**config.mk**
```make
export PLATFORM = sky130hd
export DESIGN_NAME = alu_arbiter_flat
export DESIGN_NICKNAME = d
export VERILOG_FILES = /design/src/rtl/alu_pkg.sv /design/src/rtl/alu_arbiter_if.sv /design/src/rtl/alu_rsp_slot.sv /design/src/rtl/alu_arbiter.sv /design/src/flat_wrapper.sv
export SDC_FILE = /design/constraint.sdc
export NUM_CORES = 1
export LEC_CHECK = 0
export CAP_MARGIN = 20
export CORE_MARGIN = 10
export CORE_UTILIZATION = 36
export CTS_BUF_LIST = sky130_fd_sc_hd__clkbuf_4 sky130_fd_sc_hd__clkbuf_8 sky130_fd_sc_hd__clkbuf_16
export DETAILED_ROUTE_END_ITERATION = 16
export GPL_TIMING_DRIVEN = 1
export PLACE_DENSITY = 0.88
export SLEW_MARGIN = 20
export SYNTH_ARGS = -nofsm -noshare
export SYNTH_HDL_FRONTEND = slang
export SYNTH_SLANG_ARGS = --single-unit
export TNS_END_PERCENT = 50
```
**constraint.sdc**
```tcl
create_clock -name clk_i -period 9.9 [get_ports clk_i]
set_clock_uncertainty 0.2 [all_clocks]
set_input_delay 2.97 -clock clk_i [delete_from_list [all_inputs] [get_ports clk_i]]
set_output_delay 2.97 -clock clk_i [all_outputs]
set_load 0.01 [all_outputs]
```
**src/rtl/alu_pkg.sv**
```systemverilog
// Shared widths, opcode encodings and the opcode legality check for the
// ALU arbiter slice.
package alu_pkg;

    localparam int XLEN = 32;
    localparam int OPW  = 5;

    localparam logic [OPW-1:0] OP_ADD  = 5'b00000;
    localparam logic [OPW-1:0] OP_SLL  = 5'b00001;
    localparam logic [OPW-1:0] OP_SLT  = 5'b00010;
    localparam logic [OPW-1:0] OP_SLTU = 5'b00011;
    localparam logic [OPW-1:0] OP_XOR  = 5'b00100;
    localparam logic [OPW-1:0] OP_SRL  = 5'b00101;
    localparam logic [OPW-1:0] OP_OR   = 5'b00110;
    localparam logic [OPW-1:0] OP_AND  = 5'b00111;
    localparam logic [OPW-1:0] OP_SUB  = 5'b01000;
    localparam logic [OPW-1:0] OP_SRA  = 5'b01101;
    localparam logic [OPW-1:0] OP_BEQ  = 5'b10000;
    localparam logic [OPW-1:0] OP_BNE  = 5'b10001;
    localparam logic [OPW-1:0] OP_BLT  = 5'b10100;
    localparam logic [OPW-1:0] OP_BGE  = 5'b10101;
    localparam logic [OPW-1:0] OP_BLTU = 5'b10110;
    localparam logic [OPW-1:0] OP_BGEU = 5'b10111;
    localparam logic [OPW-1:0] OP_JAL  = 5'b11111;

    function automatic logic op_legal(input logic [OPW-1:0] op);
        logic legal;
        legal = 1'b0;
        case (op)
            OP_ADD, OP_SLL, OP_SLT, OP_SLTU, OP_XOR, OP_SRL, OP_OR, OP_AND,
            OP_SUB, OP_SRA, OP_BEQ, OP_BNE, OP_BLT, OP_BGE, OP_BLTU, OP_BGEU,
            OP_JAL:  legal = 1'b1;
            default: legal = 1'b0;
        endcase
        return legal;
    endfunction

endpackage

```
**src/rtl/alu_arbiter_if.sv**
```systemverilog
// Request, response and ALU-side signals of the ALU arbiter. The slave
// modport is the arbiter; the master modport is its surroundings.
interface alu_arbiter_if;
    import alu_pkg::*;

    logic            req0_valid_i;
    logic            req0_ready_o;
    logic [XLEN-1:0] req0_a_i;
    logic [XLEN-1:0] req0_b_i;
    logic [OPW-1:0]  req0_op_i;

    logic            req1_valid_i;
    logic            req1_ready_o;
    logic [XLEN-1:0] req1_a_i;
    logic [XLEN-1:0] req1_b_i;
    logic [OPW-1:0]  req1_op_i;

    logic            rsp0_valid_o;
    logic            rsp0_ready_i;
    logic [XLEN-1:0] rsp0_d_o;
    logic            rsp0_branch_o;
    logic            rsp0_err_o;

    logic            rsp1_valid_o;
    logic            rsp1_ready_i;
    logic [XLEN-1:0] rsp1_d_o;
    logic            rsp1_branch_o;
    logic            rsp1_err_o;

    logic [XLEN-1:0] alu_a_o;
    logic [XLEN-1:0] alu_b_o;
    logic [OPW-1:0]  alu_op_o;
    logic [XLEN-1:0] alu_d_i;
    logic            alu_branch_i;

    modport slave (
        input  req0_valid_i, req0_a_i, req0_b_i, req0_op_i,
        input  req1_valid_i, req1_a_i, req1_b_i, req1_op_i,
        output req0_ready_o, req1_ready_o,
        output rsp0_valid_o, rsp0_d_o, rsp0_branch_o, rsp0_err_o,
        output rsp1_valid_o, rsp1_d_o, rsp1_branch_o, rsp1_err_o,
        input  rsp0_ready_i, rsp1_ready_i,
        output alu_a_o, alu_b_o, alu_op_o,
        input  alu_d_i, alu_branch_i
    );

    modport master (
        output req0_valid_i, req0_a_i, req0_b_i, req0_op_i,
        output req1_valid_i, req1_a_i, req1_b_i, req1_op_i,
        input  req0_ready_o, req1_ready_o,
        input  rsp0_valid_o, rsp0_d_o, rsp0_branch_o, rsp0_err_o,
        input  rsp1_valid_o, rsp1_d_o, rsp1_branch_o, rsp1_err_o,
        output rsp0_ready_i, rsp1_ready_i,
        input  alu_a_o, alu_b_o, alu_op_o,
        output alu_d_i, alu_branch_i
    );

endinterface

```
**src/rtl/alu_rsp_slot.sv**
```systemverilog
// One-entry response holding register: captures an ALU result on a grant,
// flags illegal opcodes, and supports pop-and-refill in the same cycle.
module alu_rsp_slot
    import alu_pkg::*;
(
    input  logic            clk,
    input  logic            rst,
    input  logic            load,
    input  logic [OPW-1:0]  op,
    input  logic [XLEN-1:0] alu_d,
    input  logic            alu_branch,
    input  logic            pop_ready,
    output logic            valid,
    output logic [XLEN-1:0] d,
    output logic            branch,
    output logic            err,
    output logic            can_accept
);

    logic legal;

    assign legal      = op_legal(op);
    assign can_accept = !valid || pop_ready;

    always_ff @(posedge clk) begin
        if (rst) begin
            valid  <= 1'b0;
            d      <= '0;
            branch <= 1'b0;
            err    <= 1'b0;
        end else if (load) begin
            // an illegal opcode never exposes whatever the ALU produced
            valid  <= 1'b1;
            d      <= legal ? alu_d : '0;
            branch <= legal & alu_branch;
            err    <= !legal;
        end else if (valid && pop_ready) begin
            valid <= 1'b0;
        end
    end

endmodule

```
**src/rtl/alu_arbiter.sv**
```systemverilog
// Round-robin sharing of one combinational ALU between the execute stage
// (req0) and the branch/address unit (req1), with a response slot per side.
module alu_arbiter
    import alu_pkg::*;
(
    input  logic          clk_i,
    input  logic          rst_i,
    alu_arbiter_if.slave  bus
);

    logic last_gnt;
    logic can0;
    logic can1;
    logic elig0;
    logic elig1;
    logic gnt0;
    logic gnt1;

    assign elig0 = bus.req0_valid_i && can0;
    assign elig1 = bus.req1_valid_i && can1;

    // on contention the requester that did not win last time goes first
    assign gnt0 = elig0 && (!elig1 || last_gnt);
    assign gnt1 = elig1 && (!elig0 || !last_gnt);

    assign bus.req0_ready_o = gnt0;
    assign bus.req1_ready_o = gnt1;

    always_ff @(posedge clk_i) begin
        if (rst_i) begin
            last_gnt <= 1'b1;
        end else if (gnt0) begin
            last_gnt <= 1'b0;
        end else if (gnt1) begin
            last_gnt <= 1'b1;
        end
    end

    always_comb begin
        bus.alu_a_o  = '0;
        bus.alu_b_o  = '0;
        bus.alu_op_o = OP_ADD;
        if (gnt0) begin
            bus.alu_a_o  = bus.req0_a_i;
            bus.alu_b_o  = bus.req0_b_i;
            bus.alu_op_o = bus.req0_op_i;
        end else if (gnt1) begin
            bus.alu_a_o  = bus.req1_a_i;
            bus.alu_b_o  = bus.req1_b_i;
            bus.alu_op_o = bus.req1_op_i;
        end
    end

    alu_rsp_slot u_slot0 (
        .clk        (clk_i),
        .rst        (rst_i),
        .load       (gnt0),
        .op         (bus.alu_op_o),
        .alu_d      (bus.alu_d_i),
        .alu_branch (bus.alu_branch_i),
        .pop_ready  (bus.rsp0_ready_i),
        .valid      (bus.rsp0_valid_o),
        .d          (bus.rsp0_d_o),
        .branch     (bus.rsp0_branch_o),
        .err        (bus.rsp0_err_o),
        .can_accept (can0)
    );

    alu_rsp_slot u_slot1 (
        .clk        (clk_i),
        .rst        (rst_i),
        .load       (gnt1),
        .op         (bus.alu_op_o),
        .alu_d      (bus.alu_d_i),
        .alu_branch (bus.alu_branch_i),
        .pop_ready  (bus.rsp1_ready_i),
        .valid      (bus.rsp1_valid_o),
        .d          (bus.rsp1_d_o),
        .branch     (bus.rsp1_branch_o),
        .err        (bus.rsp1_err_o),
        .can_accept (can1)
    );

endmodule
```
**src/flat_wrapper.sv**
```systemverilog
// flat-port wrapper written by rule: the top's interface ports become plain ports
module alu_arbiter_flat import alu_pkg::*;
  (clk_i, rst_i, bus_req0_valid_i, bus_req0_a_i, bus_req0_b_i, bus_req0_op_i, bus_req1_valid_i, bus_req1_a_i, bus_req1_b_i, bus_req1_op_i, bus_req0_ready_o, bus_req1_ready_o, bus_rsp0_valid_o, bus_rsp0_d_o, bus_rsp0_branch_o, bus_rsp0_err_o, bus_rsp1_valid_o, bus_rsp1_d_o, bus_rsp1_branch_o, bus_rsp1_err_o, bus_rsp0_ready_i, bus_rsp1_ready_i, bus_alu_a_o, bus_alu_b_o, bus_alu_op_o, bus_alu_d_i, bus_alu_branch_i);
  alu_arbiter_if bus_i ();
  input  logic clk_i;
  input  logic rst_i;
  input wire logic [$bits(bus_i.req0_valid_i)-1:0] bus_req0_valid_i;
  input wire logic [$bits(bus_i.req0_a_i)-1:0] bus_req0_a_i;
  input wire logic [$bits(bus_i.req0_b_i)-1:0] bus_req0_b_i;
  input wire logic [$bits(bus_i.req0_op_i)-1:0] bus_req0_op_i;
  input wire logic [$bits(bus_i.req1_valid_i)-1:0] bus_req1_valid_i;
  input wire logic [$bits(bus_i.req1_a_i)-1:0] bus_req1_a_i;
  input wire logic [$bits(bus_i.req1_b_i)-1:0] bus_req1_b_i;
  input wire logic [$bits(bus_i.req1_op_i)-1:0] bus_req1_op_i;
  output wire logic [$bits(bus_i.req0_ready_o)-1:0] bus_req0_ready_o;
  output wire logic [$bits(bus_i.req1_ready_o)-1:0] bus_req1_ready_o;
  output wire logic [$bits(bus_i.rsp0_valid_o)-1:0] bus_rsp0_valid_o;
  output wire logic [$bits(bus_i.rsp0_d_o)-1:0] bus_rsp0_d_o;
  output wire logic [$bits(bus_i.rsp0_branch_o)-1:0] bus_rsp0_branch_o;
  output wire logic [$bits(bus_i.rsp0_err_o)-1:0] bus_rsp0_err_o;
  output wire logic [$bits(bus_i.rsp1_valid_o)-1:0] bus_rsp1_valid_o;
  output wire logic [$bits(bus_i.rsp1_d_o)-1:0] bus_rsp1_d_o;
  output wire logic [$bits(bus_i.rsp1_branch_o)-1:0] bus_rsp1_branch_o;
  output wire logic [$bits(bus_i.rsp1_err_o)-1:0] bus_rsp1_err_o;
  input wire logic [$bits(bus_i.rsp0_ready_i)-1:0] bus_rsp0_ready_i;
  input wire logic [$bits(bus_i.rsp1_ready_i)-1:0] bus_rsp1_ready_i;
  output wire logic [$bits(bus_i.alu_a_o)-1:0] bus_alu_a_o;
  output wire logic [$bits(bus_i.alu_b_o)-1:0] bus_alu_b_o;
  output wire logic [$bits(bus_i.alu_op_o)-1:0] bus_alu_op_o;
  input wire logic [$bits(bus_i.alu_d_i)-1:0] bus_alu_d_i;
  input wire logic [$bits(bus_i.alu_branch_i)-1:0] bus_alu_branch_i;
  assign bus_i.req0_valid_i = bus_req0_valid_i;
  assign bus_i.req0_a_i = bus_req0_a_i;
  assign bus_i.req0_b_i = bus_req0_b_i;
  assign bus_i.req0_op_i = bus_req0_op_i;
  assign bus_i.req1_valid_i = bus_req1_valid_i;
  assign bus_i.req1_a_i = bus_req1_a_i;
  assign bus_i.req1_b_i = bus_req1_b_i;
  assign bus_i.req1_op_i = bus_req1_op_i;
  assign bus_req0_ready_o = bus_i.req0_ready_o;
  assign bus_req1_ready_o = bus_i.req1_ready_o;
  assign bus_rsp0_valid_o = bus_i.rsp0_valid_o;
  assign bus_rsp0_d_o = bus_i.rsp0_d_o;
  assign bus_rsp0_branch_o = bus_i.rsp0_branch_o;
  assign bus_rsp0_err_o = bus_i.rsp0_err_o;
  assign bus_rsp1_valid_o = bus_i.rsp1_valid_o;
  assign bus_rsp1_d_o = bus_i.rsp1_d_o;
  assign bus_rsp1_branch_o = bus_i.rsp1_branch_o;
  assign bus_rsp1_err_o = bus_i.rsp1_err_o;
  assign bus_i.rsp0_ready_i = bus_rsp0_ready_i;
  assign bus_i.rsp1_ready_i = bus_rsp1_ready_i;
  assign bus_alu_a_o = bus_i.alu_a_o;
  assign bus_alu_b_o = bus_i.alu_b_o;
  assign bus_alu_op_o = bus_i.alu_op_o;
  assign bus_i.alu_d_i = bus_alu_d_i;
  assign bus_i.alu_branch_i = bus_alu_branch_i;
  alu_arbiter u_core (.clk_i(clk_i), .rst_i(rst_i), .bus(bus_i));
endmodule
```
* After elaboration in Yosys (flattened, before gate mapping)
Memories as Yosys holds them, arrays and structs flattened. Cells that the tools add are included.
Word-level totals: input bits 177, bits in read-only memories 64, logic and storage cells 47, output and inout port bits 141, register bits 71, memories 2
Cells by class: bitwise logic cells 2, muxes and demuxes 14, reductions and logical operators 20
Memories:
- (name not given) | depth 32, bits a word 1, rd ports 1, clocked after memory_dff 0, write ports 0, RTL line alu_pkg.sv:29 | case (op)
- (name not given) | depth 32, bits a word 1, rd ports 1, clocked after memory_dff 0, write ports 0, RTL line alu_pkg.sv:29
Operators with widths (number):
- 2-to-1 mux 32 bit | 6
- 2-to-1 mux 5 bit | 2
- logical NOT 1 bit | 7
- logical AND 1 bit | 6
- 2-to-1 mux 1 bit | 6
- nonzero test 2 bit | 3
- logical OR 1 bit | 4
- bitwise AND 1 bit | 2

* Depth between registers and ports, before layout
An unclocked memory read counts as a cell.
depth after elaboration 10, depth in mapped cells 12, mapped depth without buffers 8

* By module
From an unflattened synthesis, not the netlist that was laid out.
Unflattened totals: cell total of the unflattened synthesis 598, area total of the unflattened synthesis 5385.2 um2
By module, submodules not included:
- alu_rsp_slot | area an instance 1677.9 um2, instances 2, cells each 167
- alu_arbiter | area an instance 2029.4 um2, instances 1, cells each 264

* Least setup slack after synthesis
OpenSTA, ideal clock, no wires.
path kind input -> output, start point input port bus_rsp0_ready_i, end point output port bus_alu_a_o[13], path buffers 3, slack 2.397 ns, stages 7, data required time 6.730 ns, arrival 4.333 ns, cell sequence nand2b_1 a31o_1 buf_6 inv_6 clkbuf_1 clkbuf_1 a22o_1
On the way: cells in the longest elaborated chain, start to end 7, elaborated cells between the ends (all ways) 8, those cells by class mux: 2; reduce/logical: 6
RTL lines:
- start: declaration | RTL line flat_wrapper.sv:25 | input wire logic [$bits(bus_i.rsp0_ready_i)-1:0] bus_rsp0_ready_i;
- logical OR 1 bit (*) | RTL line alu_rsp_slot.sv:23 | assign can_accept = !valid || pop_ready;
- logical AND 1 bit (*) | RTL line alu_arbiter.sv:19 | assign elig0 = bus.req0_valid_i && can0;
- logical NOT 1 bit | RTL line alu_arbiter.sv:24 | assign gnt1 = elig1 && (!elig0 || !last_gnt);
- logical OR 1 bit | RTL line alu_arbiter.sv:24
- logical AND 1 bit | RTL line alu_arbiter.sv:24
- 2-to-1 mux 32 bit | RTL line alu_arbiter.sv:47 | end else if (gnt1) begin
- 2-to-1 mux 32 bit (*) | RTL line alu_arbiter.sv:43 | if (gnt0) begin
- end: declaration | RTL line flat_wrapper.sv:27 | output wire logic [$bits(bus_i.alu_a_o)-1:0] bus_alu_a_o;
Mark *: on every way between the ends. The rest lies on a longest branch, timed or not.

* Worst setup path after layout
start point input port bus_rsp0_ready_i, end point output port bus_alu_a_o[8]
The elaborated chain is that of the path after synthesis.

==> results.yml <==
global_routing:
  number_of_antenna_violations_at_the_first_check_in_global_routing: 2
  first_global_vias: 4423
  grt_pass1_wl_mm: 28.68
  grt_max_degree: 105
  grt_util_all_layers_pct: 24.78
  grt_overflow_total: 0
setup_path:
  ff2ff_path_depth: 9
  critPathLaunchType: "input port"
  critical_path_cell_count: 8
  cp_data_required_time_ns: 6.73
  path_delay_family: "buffers and inverters"
  crit_chain: "clkdlybuf4s50_1 > nand2b_1 > nand2_1 > o21bai_4 > inv_2 > buf_4 > a22o_1 > clkdlybuf4s50_1"
  crit_path_max_incr_delay_ns: 0.55
  critPathCaptureType: "output port"
  crit_fanout: 37
  critical_path.most_common_cell: "sky130_fd_sc_hd__clkdlybuf4s50_1"
  criticalPathCategory: "in -> out"
  critical-path-slowest-cell: "sky130_fd_sc_hd__clkdlybuf4s50_1"
  critical_path_buf_inv_count: 4
  crit_arrival_ns: 5.58
sta:
  worst-slew-pin-transition_ns: 0.8513
  final-max-slew-violation-count: 0
  report.final.setup_viol: 0
  slew-limit-headroom_pct: 43.25
  finalHoldViolCount: 0
  final.period_utilization_pct: 88.35
  finalCriticalPeriod_ns: 8.747
  setup_total_negative_slack_ns: 0
  clock.fmax_ghz: 0.1143
  grt_setup_unrepaired: "no"
pwr:
  p_leak_nw: 2.709
  power.density_cell_area_nw_per_um2: 133.8
  ir_drop_uv: 117.1
clock_network:
  clk-insertion-delay-late_ns: 0.34
  cts.hold.buffers_added: 0
  post_cts_resized: 0
  numClockSinks: 71
  tritoncts.num_buffers: 9
  htreeDepth: 3
  cts_tree: "done"
  postCtsSetupBuffers: 0
  ctsRootBufferMaster: "sky130_fd_sc_hd__clkbuf_8"
  clkSlewWorstSetupHoldPaths_ns: 0.07
  clk_path_buf_depth: 2
die:
  placement_rows: 37
  area_enclosed_by_the_die_boundary_sq_um: 15340
  floorplan.die.height_microns: 123.9
  core_region_area_sq_um: 10420
  io_pins: 318
  initial_utilization_pct: 37.27
  die_w_microns: 123.9
synthesis:
  postSynthRegisterBits: 71
  synth_flop_cell: "sky130_fd_sc_hd__dfxtp_1"
  synth_top_cell_by_area: "sky130_fd_sc_hd__dfxtp_1"
  synth.cell_area_sq_um: 3882
  number_of_enable_type_register_cells_in_the_synthesized_netlist: 0
  synthesis.nets: 561
  synth.area.top_cells: "sky130_fd_sc_hd__dfxtp_1 (37%), sky130_fd_sc_hd__a22o_1 (15%), sky130_fd_sc_hd__nand3b_1 (13%), sky130_fd_sc_hd__o41ai_1 (11%), sky130_fd_sc_hd__o41ai_2 (7.5%)"
  yosysWarningCount: 0
  syn_inst: 384
  synth.avg_cell_area_sq_um: 10.11
  synth_sequential_area_ratio_pct: 36.61
  synth-async-reset-ratio_pct: 0
  synth_top_area_share_pct: 36.61
  ys_types: 30
detailed_routing:
  ant_nets: 0
  post_drt_via_cell_ratio: 5.637
  detail_route.wirelength_mm: 20.74
  drt_iter0_drcs: 538
  wl_per_cell_microns: 25.76
  post-route-drc-count: 0
  vias: 4538
  drt_pre_antenna_iters: 7
hold_path:
  hold_path.class: "reg -> reg"
  min_path_cells: 2
cells_and_area:
  post_route_cells_drive_above_1_share_pct: 7.946
  layout_overhead_on_the_synthesized_area_pct: 88.11
  final_net_count: 839
  stdcell_area_sq_um: 7303
  post-route-util_pct: 70.11
  layout.filler_cells: 798
placement:
  place.port_buffers: 317
  hpwlAfterDp_mm: 16.47
  dpl_cell_area_sq_um: 7024
  routability_cong: 1.037
run_status:
  run_status: "complete, no violations"
flow_run:
  max_cap_violations: 0
[cell usage after synthesis, types with 2 or more instances]
library cell and n:
sky130_fd_sc_hd__o41ai_1 48, sky130_fd_sc_hd__clkbuf_1 41, sky130_fd_sc_hd__dfxtp_1 71, sky130_fd_sc_hd__buf_1 3, sky130_fd_sc_hd__nand3b_1 66, sky130_fd_sc_hd__buf_6 4, sky130_fd_sc_hd__o31a_1 2, sky130_fd_sc_hd__nor2_1 4
sky130_fd_sc_hd__nand2b_1 35, sky130_fd_sc_hd__buf_2 4, sky130_fd_sc_hd__a22o_1 65, sky130_fd_sc_hd__a21oi_1 3, sky130_fd_sc_hd__a22o_4 2, sky130_fd_sc_hd__buf_4 3, sky130_fd_sc_hd__o41ai_2 18
[worst paths after layout]
path,from,slack (ns),end
worst max-delay path,bus_rsp0_ready_i,1.15,bus_alu_a_o[8]
worst min-delay path,u_core.u_slot0.d[1]$_SDFFE_PP0P_,0.29,u_core.u_slot0.d[1]$_SDFFE_PP0P_
worst max register to register,u_core.u_slot0.valid$_SDFFE_PP0P_,6.89,u_core.u_slot1.d[14]$_SDFFE_PP0N_
worst min register to register,u_core.u_slot0.d[1]$_SDFFE_PP0P_,0.29,u_core.u_slot0.d[1]$_SDFFE_PP0P_
[logic make-up after synthesis]
group	share of synthesized area (%)
AOI/OAI and AO/OA	36.22
muxes	0.2578
buffers and inverters	6.929
xor gates and xnor gates	0.4191
DFF	36.61
and+or+nand+nor	19.56
[final cells by class]
| cell class | instances | area, sq um | share of cell area, % |
|---|---|---|---|
| clock inverter | 5 | 128.9 | 1.765 |
| clock buffer | 11 | 145.1 | 1.987 |
| multi-input combinational | 255 | 2208 | 30.24 |
| antenna | 2 | 5.005 | 0.06853 |
| inverter | 3 | 16.27 | 0.2227 |
| sequential | 71 | 1421 | 19.46 |
| tap | 136 | 170.2 | 2.330 |
| timing repair buffer | 322 | 3208 | 43.93 |
[sequential cells by signal, indices dropped and copies added (netlist names)]
| signal | flops |
|---|---|
| u_core.u_slot0.err | 1 |
| u_core.u_slot0.d | 32 |
| u_core.u_slot1.branch | 1 |
| u_core.u_slot1.d | 32 |
| u_core.last_gnt | 1 |
| u_core.u_slot0.valid | 1 |
| u_core.u_slot0.branch | 1 |
| u_core.u_slot1.valid | 1 |
| u_core.u_slot1.err | 1 |
[metrics by stage]
step / total power [mW] / cells / hold slack, ns / setup slack, ns
floorplan: 0.4699 / 384 / 0.2780 / 2.397
detailed placement: 0.6709 / 787 / 0.2694 / 1.201
CTS: 0.9816 / 803 / 0.2884 / 1.189
finish: 0.9773 / 805 / 0.2890 / 1.153
global route: 1.017 / 805 / 0.3086 / 1.047
global placement: 0.6636 / 787 / 0.2667 / 1.314
[report_power, final]
group / switching, mW / internal, mW / leakage, nW
clock network: 0.109 / 0.203 / 0.137
registers: 0.0125 / 0.307 / 0.581
logic: 0.152 / 0.193 / 1.99
[cell usage in the layout (no fill, tap or decap)]
cell                              count
sky130_fd_sc_hd__buf_4                6
sky130_fd_sc_hd__o21ai_0              1
sky130_fd_sc_hd__nand2b_1            35
sky130_fd_sc_hd__dfxtp_1             71
sky130_fd_sc_hd__o41ai_2             18
sky130_fd_sc_hd__inv_2                1
sky130_fd_sc_hd__a31o_2               1
sky130_fd_sc_hd__nand2_2              1
sky130_fd_sc_hd__and2_2               1
sky130_fd_sc_hd__mux2i_1              1
sky130_fd_sc_hd__bufinv_16            4
sky130_fd_sc_hd__o31a_1               2
sky130_fd_sc_hd__o41ai_1             48
sky130_fd_sc_hd__a22o_1              65
sky130_fd_sc_hd__inv_1                1
sky130_fd_sc_hd__clkbuf_4             1
sky130_fd_sc_hd__nand3b_1            66
sky130_fd_sc_hd__a21oi_4              1
sky130_fd_sc_hd__a22o_2               1
sky130_fd_sc_hd__diode_2              2
sky130_fd_sc_hd__a22o_4               2
sky130_fd_sc_hd__nand2_1              1
sky130_fd_sc_hd__xnor2_2              1
sky130_fd_sc_hd__nand2b_4             1
sky130_fd_sc_hd__a21oi_1              3
sky130_fd_sc_hd__clkinv_4             1
sky130_fd_sc_hd__a22oi_2              1
sky130_fd_sc_hd__clkbuf_8            10
sky130_fd_sc_hd__o21bai_4             1
sky130_fd_sc_hd__clkdlybuf4s50_1    316
sky130_fd_sc_hd__nor2_1               4
sky130_fd_sc_hd__inv_6                1
[worst min-delay path, cell delays in order (launching register included)]
cell and delay, ns:
sky130_fd_sc_hd__dfxtp_1 0.31, sky130_fd_sc_hd__nand3b_1 0.08, sky130_fd_sc_hd__o41ai_1 0.06
[routing by layer]
layer | wire length, microns | vias up | GRT usage (%)
met1 | 7329 | 2157 | 27.35
met4 | 560 | 0 | 8.515
met5 | 0 | - | 0
met2 | 10510 | 259 | 43.11
met3 | 2337 | 35 | 8.914
li1 | - | 2087 | -
Note: power is estimated with default switching activity, not from simulation.
